$ cat config.mk
export PLATFORM = sky130hd
export DESIGN_NAME = spawn_scheduler
export DESIGN_NICKNAME = d
export VERILOG_FILES = /design/src/rtl/spawn_scheduler.sv
export SDC_FILE = /design/constraint.sdc
export NUM_CORES = 1
export LEC_CHECK = 0
export CAP_MARGIN = 20
export CORE_MARGIN = 2
export CORE_UTILIZATION = 49
export CTS_BUF_LIST = sky130_fd_sc_hd__clkbuf_8
export CTS_CLUSTER_SIZE = 28
export DETAILED_ROUTE_END_ITERATION = 10
export PLACE_DENSITY_LB_ADDON = 0.25
export SLEW_MARGIN = 0
export SYNTH_ARGS = -nofsm -noshare
export SYNTH_HDL_FRONTEND = slang
export SYNTH_SLANG_ARGS = --single-unit
$ cat constraint.sdc
create_clock -name clk -period 3.7 [get_ports clk]
set_input_delay 1.11 -clock clk [delete_from_list [all_inputs] [get_ports clk]]
set_output_delay 1.11 -clock clk [all_outputs]
set_load 0.01 [all_outputs]
$ cat src/rtl/spawn_scheduler.sv
`default_nettype none
// ============================================================================
// Module  : spawn_scheduler
// Purpose : Round-robin spawn arbiter that assigns the lowest free object
//           slot, records a clamped y and enforces a tick-based cooldown.
//           The per-slot free input is named slot_release because "release"
//           is a reserved word. Define SPAWN_SCHED_STATS_EN to add the
//           spawn_count and drop_count statistics outputs.
// Revision: 1.0 - initial release
// ============================================================================
module spawn_scheduler #(
  parameter int NUM_REQ   = 4,
  parameter int NUM_SLOTS = 8,
  parameter int Y_WIDTH   = 10,
  parameter int Y_MAX     = 440,
  parameter int GAP_TICKS = 3
) (
  input  logic                         clk,
  input  logic                         reset,
  input  logic                         enable,
  input  logic                         tick,
  input  logic [NUM_REQ-1:0]           req,
  input  logic [NUM_REQ*Y_WIDTH-1:0]   req_y,
  input  logic [NUM_SLOTS-1:0]         slot_release,
  output logic [NUM_REQ-1:0]           grant,
  output logic                         spawn_valid,
  output logic [$clog2(NUM_SLOTS)-1:0] spawn_slot,
  output logic [Y_WIDTH-1:0]           spawn_y,
  output logic [NUM_SLOTS-1:0]         slot_valid,
  output logic                         full,
  output logic                         cooling
`ifdef SPAWN_SCHED_STATS_EN
  ,
  output logic [15:0]                  spawn_count,
  output logic [15:0]                  drop_count
`endif
);

  localparam int IDX_W  = $clog2(NUM_REQ);
  localparam int SLOT_W = $clog2(NUM_SLOTS);
  localparam logic [Y_WIDTH-1:0] c_Y_MAX = Y_WIDTH'(Y_MAX);
  localparam logic [7:0]         c_GAP   = 8'(GAP_TICKS);

  typedef enum logic [0:0] {
    IDLE     = 1'b0,
    COOLDOWN = 1'b1
  } state_t;

  state_t             r_state, w_state_nxt;
  logic [7:0]         r_cnt, w_cnt_nxt;
  logic [IDX_W-1:0]   r_last;
  logic [IDX_W-1:0]   w_win, w_idx;
  logic               w_win_found;
  logic [SLOT_W-1:0]  w_free;
  logic               w_go;
  logic [Y_WIDTH-1:0] w_req_y [NUM_REQ];
  logic [Y_WIDTH-1:0] w_y_sel;

  for (genvar i = 0; i < NUM_REQ; i++) begin : g_unpack_y
    assign w_req_y[i] = req_y[i*Y_WIDTH +: Y_WIDTH];
  end

  assign full    = &slot_valid;
  assign cooling = (r_state == COOLDOWN);
  assign w_y_sel = w_req_y[w_win];

  // Search starts one past the last winner and wraps around.
  always_comb begin
    w_win_found = 1'b0;
    w_win       = '0;
    w_idx       = '0;
    for (int k = 1; k <= NUM_REQ; k++) begin
      w_idx = IDX_W'((int'(r_last) + k) % NUM_REQ);
      if (!w_win_found && req[w_idx]) begin
        w_win_found = 1'b1;
        w_win       = w_idx;
      end
    end
  end

  // Scanning downward leaves the lowest free index.
  always_comb begin
    w_free = '0;
    for (int s = NUM_SLOTS - 1; s >= 0; s--) begin
      if (!slot_valid[s]) w_free = SLOT_W'(s);
    end
  end

  always_comb begin
    w_state_nxt = r_state;
    w_cnt_nxt   = r_cnt;
    w_go        = 1'b0;
    case (r_state)
      IDLE: begin
        if (enable && w_win_found && !full) begin
          w_go        = 1'b1;
          w_state_nxt = COOLDOWN;
          w_cnt_nxt   = c_GAP;
        end
      end
      COOLDOWN: begin
        if (r_cnt == 8'd0) w_state_nxt = IDLE;
        else if (tick && enable) w_cnt_nxt = r_cnt - 8'd1;
      end
      default: w_state_nxt = IDLE;
    endcase
  end

  always_ff @(posedge clk or posedge reset) begin
    if (reset) begin
      r_state <= IDLE;
      r_cnt   <= '0;
    end else begin
      r_state <= w_state_nxt;
      r_cnt   <= w_cnt_nxt;
    end
  end

  // Release acts on the current map, so a slot being allocated is unaffected.
  always_ff @(posedge clk or posedge reset) begin
    if (reset) begin
      r_last      <= IDX_W'(NUM_REQ - 1);
      grant       <= '0;
      spawn_valid <= 1'b0;
      spawn_slot  <= '0;
      spawn_y     <= '0;
      slot_valid  <= '0;
    end else begin
      grant       <= '0;
      spawn_valid <= 1'b0;
      slot_valid  <= (slot_valid & ~slot_release) |
                     (w_go ? (NUM_SLOTS'(1) << w_free) : '0);
      if (w_go) begin
        grant       <= NUM_REQ'(1) << w_win;
        spawn_valid <= 1'b1;
        spawn_slot  <= w_free;
        spawn_y     <= (w_y_sel > c_Y_MAX) ? c_Y_MAX : w_y_sel;
        r_last      <= w_win;
      end
    end
  end

`ifdef SPAWN_SCHED_STATS_EN
  always_ff @(posedge clk or posedge reset) begin
    if (reset) begin
      spawn_count <= '0;
      drop_count  <= '0;
    end else begin
      if (w_go && spawn_count != 16'hFFFF) spawn_count <= spawn_count + 16'd1;
      if (tick && enable && full && (|req) && drop_count != 16'hFFFF)
        drop_count <= drop_count + 16'd1;
    end
  end
`endif

endmodule
`default_nettype wire

==> results.py, run 1 <==
metrics = {
    "outcome": {
        "status": "finished clean",
    },
    "sta": {
        "maxSlewViolCount": 0,
        "tns_ps": 0,
        "finalHoldViolations": 0,
        "grt_setup_unrepaired": "no",
        "relSlewSlack": 0.6613,
        "fmax_mhz": 318.2,
        "fin_crit_ps": 3143,
        "tightest_slew_ps": 504.2,
        "setup_viol": 0,
        "layout_setup_ws_ps": 557.2,
        "clock_skew_ps": 9.810,
        "fin_crit_sh": 0.8494,
    },
    "global_route": {
        "antenna_found_initial": 0,
        "grt-ovfl-total": 0,
        "grtUsageMet3": 0.05271,
        "grt_pass1_wl_mm": 9.266,
        "grt_pass1_vias": 2036,
        "grt.busiest_layer": "met2",
        "use_met2": 0.3904,
        "grt_use_met1": 0.2988,
        "grt_usage": 0.2326,
        "grt_max_degree": 17,
    },
    "power_and_ir_drop": {
        "irDropWorstVdd_v": 0.0002862,
        "p_int_w": 0.001127,
        "clock_power_share": 0.176,
        "power_density_nw_per_um2": 550.4,
        "p_switching_w": 0.0006414,
        "total_power_w": 0.001769,
        "combPwrFrac": 0.485,
        "swShare": 0.3626,
        "p_seq_frac": 0.339,
        "leakage_nw": 1.395,
    },
    "worst_hold_path": {
        "hold_class": "reg2reg",
        "holdPathEnd": "spawn_slot[2]$_DFFE_PP0P_",
        "worstHoldStart": "spawn_slot[2]$_DFFE_PP0P_",
        "hold_depth": 2,
    },
    "setup_path": {
        "cpMaxStageDelayCell": "clkdlybuf4s50_1",
        "startpoint_type": "input pin",
        "r2r-start": "r_last[0]$_DFFE_PP1P_",
        "path_max_fanout": 12,
        "cp_data_required_time_ps": 3890,
        "crit_path_end_kind": "register",
        "worstSetupPathType": "in2reg",
        "rr_endpoint": "spawn_y[0]$_DFFE_PP0P_",
        "ff2ff_path_depth": 7,
        "crit_path_cell_trace": "clkdlybuf4s50_1, nor2_1, nor3_1, or3_1, buf_4, mux2i_1, mux2_2, o31ai_1",
        "reg2reg_setup_slack_ps": 1320,
        "cp_data_arrival_time_ps": 3330,
        "slowest_delay_ps": 550,
    },
    "layout": {
        "drive_gt1_frac": 0.1121,
        "final_cells": 373,
        "num-nets-final": 378,
        "fillers": 334,
        "num_antenna_cells": 0,
        "syn_to_final_growth_pct": 45.91,
        "most-common-layout-cells": "clkdlybuf4s50_1 (83), dfrtp_1 (35), nand2_1 (29)",
        "layout_commonest_cell": "clkdlybuf4s50_1",
    },
    "synth": {
        "syn-num-nets": 288,
        "synth_edf_count": 0,
        "yosysWarningCount": 0,
        "synth-simple-area-share": 0.1926,
        "synth-async-reset-ratio": 1.000,
        "avgSynthCellArea_sq_um": 9.574,
        "synthMuxAreaShare": 0.1636,
        "synth.distinct_cells": 51,
        "ys.flop_type": "dfrtp_1",
        "synth_top_family_by_area": "simple AND/OR/NAND/NOR gates",
        "ys_seq_area_frac": 0.4216,
        "synth_xor_area_frac": 0.01193,
        "synth-seq-cells": 37,
        "synthAdderAreaFrac": 0.01136,
        "synthesis.area_sq_um": 2202,
        "synthCells": 230,
        "synth_compound_area_frac": 0.1523,
    },
    "clocking": {
        "post_cts_resized": 0,
        "cts-buffers-inserted": 5,
        "cts_setup_buffers": 0,
        "root_buffer": "clkbuf_8",
        "cts_hold_buf": 0,
        "clk_path_buf_depth": 2,
        "cts_num_sinks": 37,
        "h-tree-depth": 2,
        "cts_tree": "done",
        "clock_latency_ps": 290,
        "clk_pin_slew_ps": 80,
    },
    "placed_design": {
        "pre_cts_ws_ps": 264.3,
        "dp_hpwl_mm": 4.386,
        "io_buffers": 83,
        "place_inst": 365,
        "gp_congestion": 0.8744,
    },
    "routing": {
        "drcViolationCount": 0,
        "vias": 2081,
        "vias_per_cell": 5.579,
        "drt-initial-drc-count": 114,
        "dr.pass1.iters": 4,
        "finalWirelength_mm": 5.451,
        "avgRoutedWirePerCell_microns": 14.61,
        "ant_nets": 0,
    },
    "floorplanning": {
        "row_count": 24,
        "dieArea_sq_um": 5047,
        "die_w_microns": 71.04,
        "ios": 84,
        "start_util": 0.5057,
        "core_area_sq_um": 4354,
        "die_h_microns": 71.04,
    },
    "job": {
        "cap_violations": 0,
    },
}
[state kept, by name, summed over array words and instances (netlist names)]
| name | flops |
|---|---|
| spawn_valid | 1 |
| spawn_y | 10 |
| r_last | 2 |
| spawn_slot | 3 |
| cooling | 1 |
| r_cnt | 8 |
| grant | 4 |
| slot_valid | 8 |
[power by group through the flow]
stage               Clock [W]  Combinational (W)  Sequential, W
finish               0.000311           0.000858       0.000600
global route         0.000332           0.000943       0.000616
CTS                  0.000313           0.000862       0.000600
detailed placement          0           0.000859       0.000605
global placement            0           0.000839       0.000604
floorplan                   0           0.000519       0.000619
[area by class of cell]
class | instances | area, sq um | share of cell area
tap | 52 | 65.06 | 0.02025
clock buffer | 7 | 96.34 | 0.02998
multi-input combinational | 169 | 1171 | 0.3645
timing repair buffer | 90 | 883.3 | 0.2749
inverter | 17 | 63.81 | 0.01986
sequential | 37 | 928.4 | 0.2889
clock inverter | 1 | 5.005 | 0.001558
[cells by family (layout without fill, tap and decap cells)]
| logic type | after synthesis | in the layout |
|---|---|---|
| AOI/OAI and AO/OA | 46 | 46 |
| DFF | 37 | 37 |
| adders and majority gates | 2 | 2 |
| muxes | 32 | 32 |
| buffers and inverters | 24 | 115 |
| xor gates and xnor gates | 3 | 3 |
| and+or+nand+nor | 86 | 86 |
[metrics by stage]
step           cell area [sq um]  utilization  hold slack, ps
5_1_grt                     3213       0.7379           518.2
4_1_cts                     3213       0.7379           490.8
3_5_place_dp                3112       0.7147           475.4
2_1_floorplan               2202            -           454.2
6_report                    3213       0.7379           485.1
3_3_place_gp                3112       0.7147           465.8
[critical path, delay by kind of cell]
| family | cells | cell delay, ps |
|---|---|---|
| buffers and inverters | 2 | 840 |
| AND/OR/NAND/NOR | 3 | 800 |
| multiplexers | 2 | 380 |
| AO/OA/AOI/OAI | 1 | 190 |
[cells in the mapped netlist, drive strengths merged, types with 2 or more instances]
cell | number | area share
mux4 | 2 | 0.022
o31ai | 4 | 0.014
nand3 | 7 | 0.016
nand4 | 6 | 0.017
mux2i | 21 | 0.095
inv | 17 | 0.029
a21oi | 12 | 0.027
buf | 3 | 0.011
a211o | 2 | 0.0080
dfstp | 2 | 0.024
nand2 | 29 | 0.049
and3 | 3 | 0.0085
or3 | 4 | 0.011
nand2b | 6 | 0.018
nor2 | 18 | 0.031
dfrtp | 35 | 0.40
xor2 | 3 | 0.012
clkbuf | 4 | 0.0068
o311ai | 2 | 0.0080
or4 | 2 | 0.0068
and2 | 2 | 0.0057
nor3 | 4 | 0.0091
a211oi | 3 | 0.018
ha | 2 | 0.011
a311oi | 3 | 0.012
o21ai | 7 | 0.018
o22ai | 4 | 0.011
mux2 | 9 | 0.046
[worst max-delay path by stage]
| stage | start | to | depth (start not counted) |
|---|---|---|---|
| after global placement | req[1] | spawn_y[1]$_DFFE_PP0P_ | 8 |
| after detailed placement | req[3] | spawn_y[0]$_DFFE_PP0P_ | 8 |
| after floorplan | req[1] | spawn_y[3]$_DFFE_PP0P_ | 5 |
| after global routing | req[1] | spawn_y[0]$_DFFE_PP0P_ | 8 |
| final | req[3] | spawn_y[0]$_DFFE_PP0P_ | 8 |
| after CTS | req[3] | spawn_y[0]$_DFFE_PP0P_ | 8 |
[routing by layer]
metal  wire (microns)  up-vias  share of wire
li1                 -     1021              -
met1             2347      976           0.43
met2             2687       74           0.49
met3              317       10          0.058
met4               98        0          0.018
met5                0        -              0
(Power assumes the default switching activity.)
==> inputs of run 2 (changes only) <==
- CORE_UTILIZATION: 49 -> 41
- clock period: 3.7 -> 2.8 ns (I/O delays scaled with it)
==> results.py, run 2 (synthesis results as in run 1) <==
metrics = {
    "sta": {
        "layout_setup_ws_ps": 101.0,
        "finalHoldViolations": 0,
        "hold_ws_ps": 479.0,
        "tightest_slew_ps": 436.3,
        "fin_crit_sh": 0.9639,
        "setup_viol": 0,
        "grt_setup_unrepaired": "no",
        "fin_crit_ps": 2699,
        "fmax_mhz": 370.5,
        "clock_skew_ps": 8.116,
        "relSlewSlack": 0.7091,
        "maxSlewViolCount": 0,
    },
    "global_route": {
        "grt_pass1_vias": 2054,
        "grt_pass1_wl_mm": 9.321,
        "grt-ovfl-total": 0,
        "grt_max_degree": 36,
        "grt_usage": 0.1958,
        "antenna_found_initial": 0,
    },
    "clocking": {
        "clk_path_buf_depth": 2,
        "h-tree-depth": 2,
        "cts_tree": "done",
        "clock_latency_ps": 290,
        "clk_pin_slew_ps": 80,
        "root_buffer": "clkbuf_8",
        "cts_num_sinks": 37,
        "cts-buffers-inserted": 5,
    },
    "power_and_ir_drop": {
        "irDropWorstVdd_v": 0.0003571,
        "total_power_w": 0.002510,
        "power_density_nw_per_um2": 745.7,
        "leakage_nw": 1.465,
    },
    "layout": {
        "num-nets-final": 388,
        "final_cell_area_sq_um": 3366,
        "final_cells": 401,
        "largest_reg_flops": 10,
        "num_antenna_cells": 0,
        "most-common-layout-cells": "clkdlybuf4s50_1 (81), dfrtp_1 (35), nand2_1 (29)",
        "largestRegisters": "spawn_y (10), r_cnt (8), slot_valid (8)",
        "layout_commonest_cell": "clkdlybuf4s50_1",
        "top_register": "spawn_y",
        "drive_gt1_frac": 0.1541,
        "syn_to_final_growth_pct": 52.84,
    },
    "routing": {
        "avgRoutedWirePerCell_microns": 14.22,
        "ant_nets": 0,
        "vias_per_cell": 5.242,
        "finalWirelength_mm": 5.702,
        "drcViolationCount": 0,
        "vias": 2102,
        "drt-initial-drc-count": 94,
        "dr.pass1.iters": 4,
    },
    "floorplanning": {
        "core_area_sq_um": 5140,
        "row_count": 26,
        "die_w_microns": 77.29,
        "ios": 84,
        "dieArea_sq_um": 5973,
        "start_util": 0.4284,
        "die_h_microns": 77.29,
    },
    "setup_path": {
        "path_max_fanout": 5,
        "cp_data_arrival_time_ps": 2870,
        "startpoint_type": "input pin",
        "cpMaxStageDelayCell": "mux4_2",
        "cp_data_required_time_ps": 2970,
        "slowest_delay_ps": 600,
        "crit_path_end_kind": "register",
        "worstSetupPathType": "in2reg",
        "crit_path_cell_trace": "clkdlybuf4s50_1, o21a_2, a211oi_4, mux4_2, buf_4, nor2_1, a21oi_1",
    },
    "placed_design": {
        "dp_hpwl_mm": 4.526,
        "pre_cts_ws_ps": -318.4,
        "io_buffers": 83,
        "gp_congestion": 0.8611,
        "place_inst": 393,
        "post_dp_cell_area_sq_um": 3209,
    },
    "outcome": {
        "status": "finished clean",
    },
    "worst_hold_path": {
        "hold_class": "reg2reg",
    },
    "job": {
        "cap_violations": 0,
    },
}
[run 2: report_power, final]
part           internal, W  leakage (nW)  switching (W)
sequential        0.000681         0.471       0.000118
clock             0.000290        0.0574       0.000194
combinational     0.000651         0.937       0.000577
total              0.00162          1.47       0.000888
[run 2: critical path, delay by kind of cell]
family / cells / cell delay, ps
AO/OA/AOI/OAI: 3 / 670
AND/OR/NAND/NOR: 1 / 120
buffers and inverters: 2 / 630
multiplexers: 1 / 600
[run 2: through the flow]
step	TNS, ps	util
floorplan	0	-
global placement	-2163	0.6244
detailed placement	-2956	0.6244
CTS	0	0.6478
global route	0	0.6548
finish	0	0.6548
[run 2: final cells by class]
class	instances	area (sq um)
fillers	452	1774
multi-input cells	169	1199
repair buffers	100	967.2
flip-flops and latches	37	928.4
well taps	70	87.58
clock buffers	6	82.58
inverters	17	63.81
clock inverters	2	37.54
[run 2: worst paths after layout]
| kind | start | end | slack (ps) | depth (start not counted) |
|---|---|---|---|---|
| setup / recovery | req[0] | spawn_y[8]$_DFFE_PP0P_ | 100 | 7 |
| hold / removal | spawn_y[0]$_DFFE_PP0P_ | spawn_y[0]$_DFFE_PP0P_ | 480 | 2 |
| setup reg to reg | r_last[0]$_DFFE_PP1P_ | spawn_y[1]$_DFFE_PP0P_ | 580 | 7 |
| hold reg to reg | spawn_y[0]$_DFFE_PP0P_ | spawn_y[0]$_DFFE_PP0P_ | 480 | 2 |
| max in group asynchronous | reset | r_last[0]$_DFFE_PP1P_ | 1440 | 3 |
| min in group asynchronous | reset | spawn_slot[0]$_DFFE_PP0P_ | 700 | 2 |
[run 2: timing repair]
action                                  4_1_cts  5_1_grt
gates resized for setup                       0       11
endpoints found under the setup margin        0        9
setup buffers                                 0        0
hold buffers                                  0        0
[run 2: layer usage]
metal / vias up / global-route usage / routed length [microns]
met1: 1001 / 0.2530 / 2529
met5: - / 0 / 0
met3: 7 / 0.05059 / 322
met2: 60 / 0.3217 / 2778
met4: 0 / 0.06071 / 72
li1: 1034 / - / -
==> inputs of run 3 (changes only) <==
- CTS_CLUSTER_DIAMETER: default -> 50
- PLACE_DENSITY: default -> 0.84
- PLACE_DENSITY_LB_ADDON: 0.25 -> default
==> results.py, run 3 (synthesis results as in run 1) <==
metrics = {
    "clocking": {
        "clk_path_buf_depth": 2,
        "root_buffer": "clkbuf_8",
        "clk_pin_slew_ps": 70,
        "clock_latency_ps": 290,
        "h-tree-depth": 2,
        "cts_num_sinks": 37,
        "cts-buffers-inserted": 5,
        "cts_tree": "done",
    },
    "setup_path": {
        "worstSetupPathType": "in2reg",
        "cp_data_arrival_time_ps": 2810,
        "crit_path_end_kind": "register",
        "startpoint_type": "input pin",
        "cp_data_required_time_ps": 2970,
        "r2r-start": "r_last[0]$_DFFE_PP1P_",
        "crit_start": "req[2]",
        "path_max_fanout": 5,
    },
    "global_route": {
        "grt_usage": 0.2052,
        "grt_max_degree": 38,
        "grt_pass1_wl_mm": 9.798,
        "antenna_found_initial": 0,
        "grt_pass1_vias": 2094,
        "grt-ovfl-total": 0,
    },
    "routing": {
        "ant_nets": 0,
        "finalWirelength_mm": 5.862,
        "drt-initial-drc-count": 100,
        "avgRoutedWirePerCell_microns": 14.44,
        "vias": 2171,
        "vias_per_cell": 5.347,
        "drcViolationCount": 0,
        "dr.pass1.iters": 4,
    },
    "power_and_ir_drop": {
        "p_seq_frac": 0.330,
        "combPwrFrac": 0.514,
        "clock_power_share": 0.156,
        "irDropWorstVdd_v": 0.0003322,
        "total_power_w": 0.002411,
        "p_switching_w": 0.0008758,
        "power_density_nw_per_um2": 714.4,
        "swShare": 0.3633,
        "leakage_nw": 1.499,
        "p_int_w": 0.001535,
    },
    "outcome": {
        "status": "finished clean",
    },
    "sta": {
        "fin_crit_ps": 2643,
        "fin_crit_sh": 0.9440,
        "relSlewSlack": 0.6923,
        "clock_skew_ps": 3.005,
        "grt_setup_unrepaired": "no",
        "fmax_mhz": 378.3,
        "tns_ps": 0,
        "finalHoldViolations": 0,
        "maxSlewViolCount": 0,
        "setup_viol": 0,
        "tightest_slew_ps": 461.5,
    },
    "layout": {
        "syn_to_final_growth_pct": 53.24,
        "num_antenna_cells": 0,
        "top_register": "spawn_y",
        "num-nets-final": 393,
        "layout_commonest_cell": "clkdlybuf4s50_1",
        "post-route-util": 0.6565,
        "final_cell_area_sq_um": 3374,
        "largest_reg_flops": 10,
        "drive_gt1_frac": 0.1607,
        "largestRegisters": "spawn_y (10), r_cnt (8), slot_valid (8)",
        "fillers": 444,
        "most-common-layout-cells": "clkdlybuf4s50_1 (80), dfrtp_1 (35), nand2_1 (29)",
    },
    "placed_design": {
        "post_dp_cell_area_sq_um": 3259,
        "gp_congestion": 0.9247,
        "dp_hpwl_mm": 4.595,
        "io_buffers": 83,
    },
    "floorplanning": {
        "die_w_microns": 77.29,
        "row_count": 26,
        "die_h_microns": 77.29,
        "dieArea_sq_um": 5973,
        "core_area_sq_um": 5140,
        "ios": 84,
        "start_util": 0.4284,
    },
    "worst_hold_path": {
        "worstHoldStart": "spawn_y[1]$_DFFE_PP0P_",
        "hold_class": "reg2reg",
    },
    "job": {
        "cap_violations": 0,
    },
}
run 3: power by group through the flow:
stage                     combinational [W]  clock, W  sequential, W
final                               0.00124  0.000377       0.000795
after global routing                0.00136  0.000407       0.000817
after CTS                           0.00123  0.000386       0.000793
after detailed placement            0.00122         0       0.000801
after global placement              0.00119         0       0.000799
after floorplan                    0.000686         0       0.000817
run 3: layer usage:
| layer | global-route usage | routed length (microns) | up-vias |
|---|---|---|---|
| met5 | 0 | 0 | - |
| met1 | 0.2607 | 2436 | 1040 |
| met3 | 0.05176 | 388 | 8 |
| li1 | - | - | 1040 |
| met4 | 0.06071 | 88 | 0 |
| met2 | 0.3443 | 2948 | 83 |
run 3: timing repair:
action / in CTS / in global routing
setup buffers: 0 / 0
hold buffers: 0 / 0
gates resized for setup: 1 / 8
endpoints found under the setup margin: 3 / 10
pin swaps: 1 / 3
run 3: worst max-delay path: stages:
cell and delay [ps]:
clkdlybuf4s50_1 490, nor2_1 270, buf_4 170, a211o_1 210, mux2i_1 250, mux2i_1 140, a22oi_2 320, o31ai_1 120
run 3: through the flow:
step | setup slack [ps] | hold slack [ps] | instances
after floorplan | 254.5 | 454.2 | 230
after global placement | -245.9 | 460.5 | 398
after detailed placement | -326.3 | 467.6 | 398
after CTS | 29.50 | 484.2 | 406
after global routing | 8.392 | 533.0 | 406
final | 156.9 | 482.1 | 406
run 3: layout make-up:
cell class              instances  area (sq um)  area share
clock buffers                   6         82.58     0.02447
clock inverters                 2         7.507    0.002225
inverters                      17         63.81     0.01891
multi-input cells             169          1189      0.3522
flip-flops and latches         37         928.4      0.2751
well taps                      70         87.58     0.02595
repair buffers                105          1016      0.3011
run 3: worst paths after layout:
| check | to | slack [ps] | depth (start not counted) |
|---|---|---|---|
| setup / recovery | spawn_y[1]$_DFFE_PP0P_ | 160 | 8 |
| hold / removal | spawn_y[1]$_DFFE_PP0P_ | 480 | 2 |
| setup reg to reg | spawn_y[2]$_DFFE_PP0P_ | 630 | 7 |
| hold reg to reg | spawn_y[1]$_DFFE_PP0P_ | 480 | 2 |
| max in group asynchronous | r_last[0]$_DFFE_PP1P_ | 1490 | 3 |
| min in group asynchronous | spawn_y[9]$_DFFE_PP0P_ | 950 | 3 |
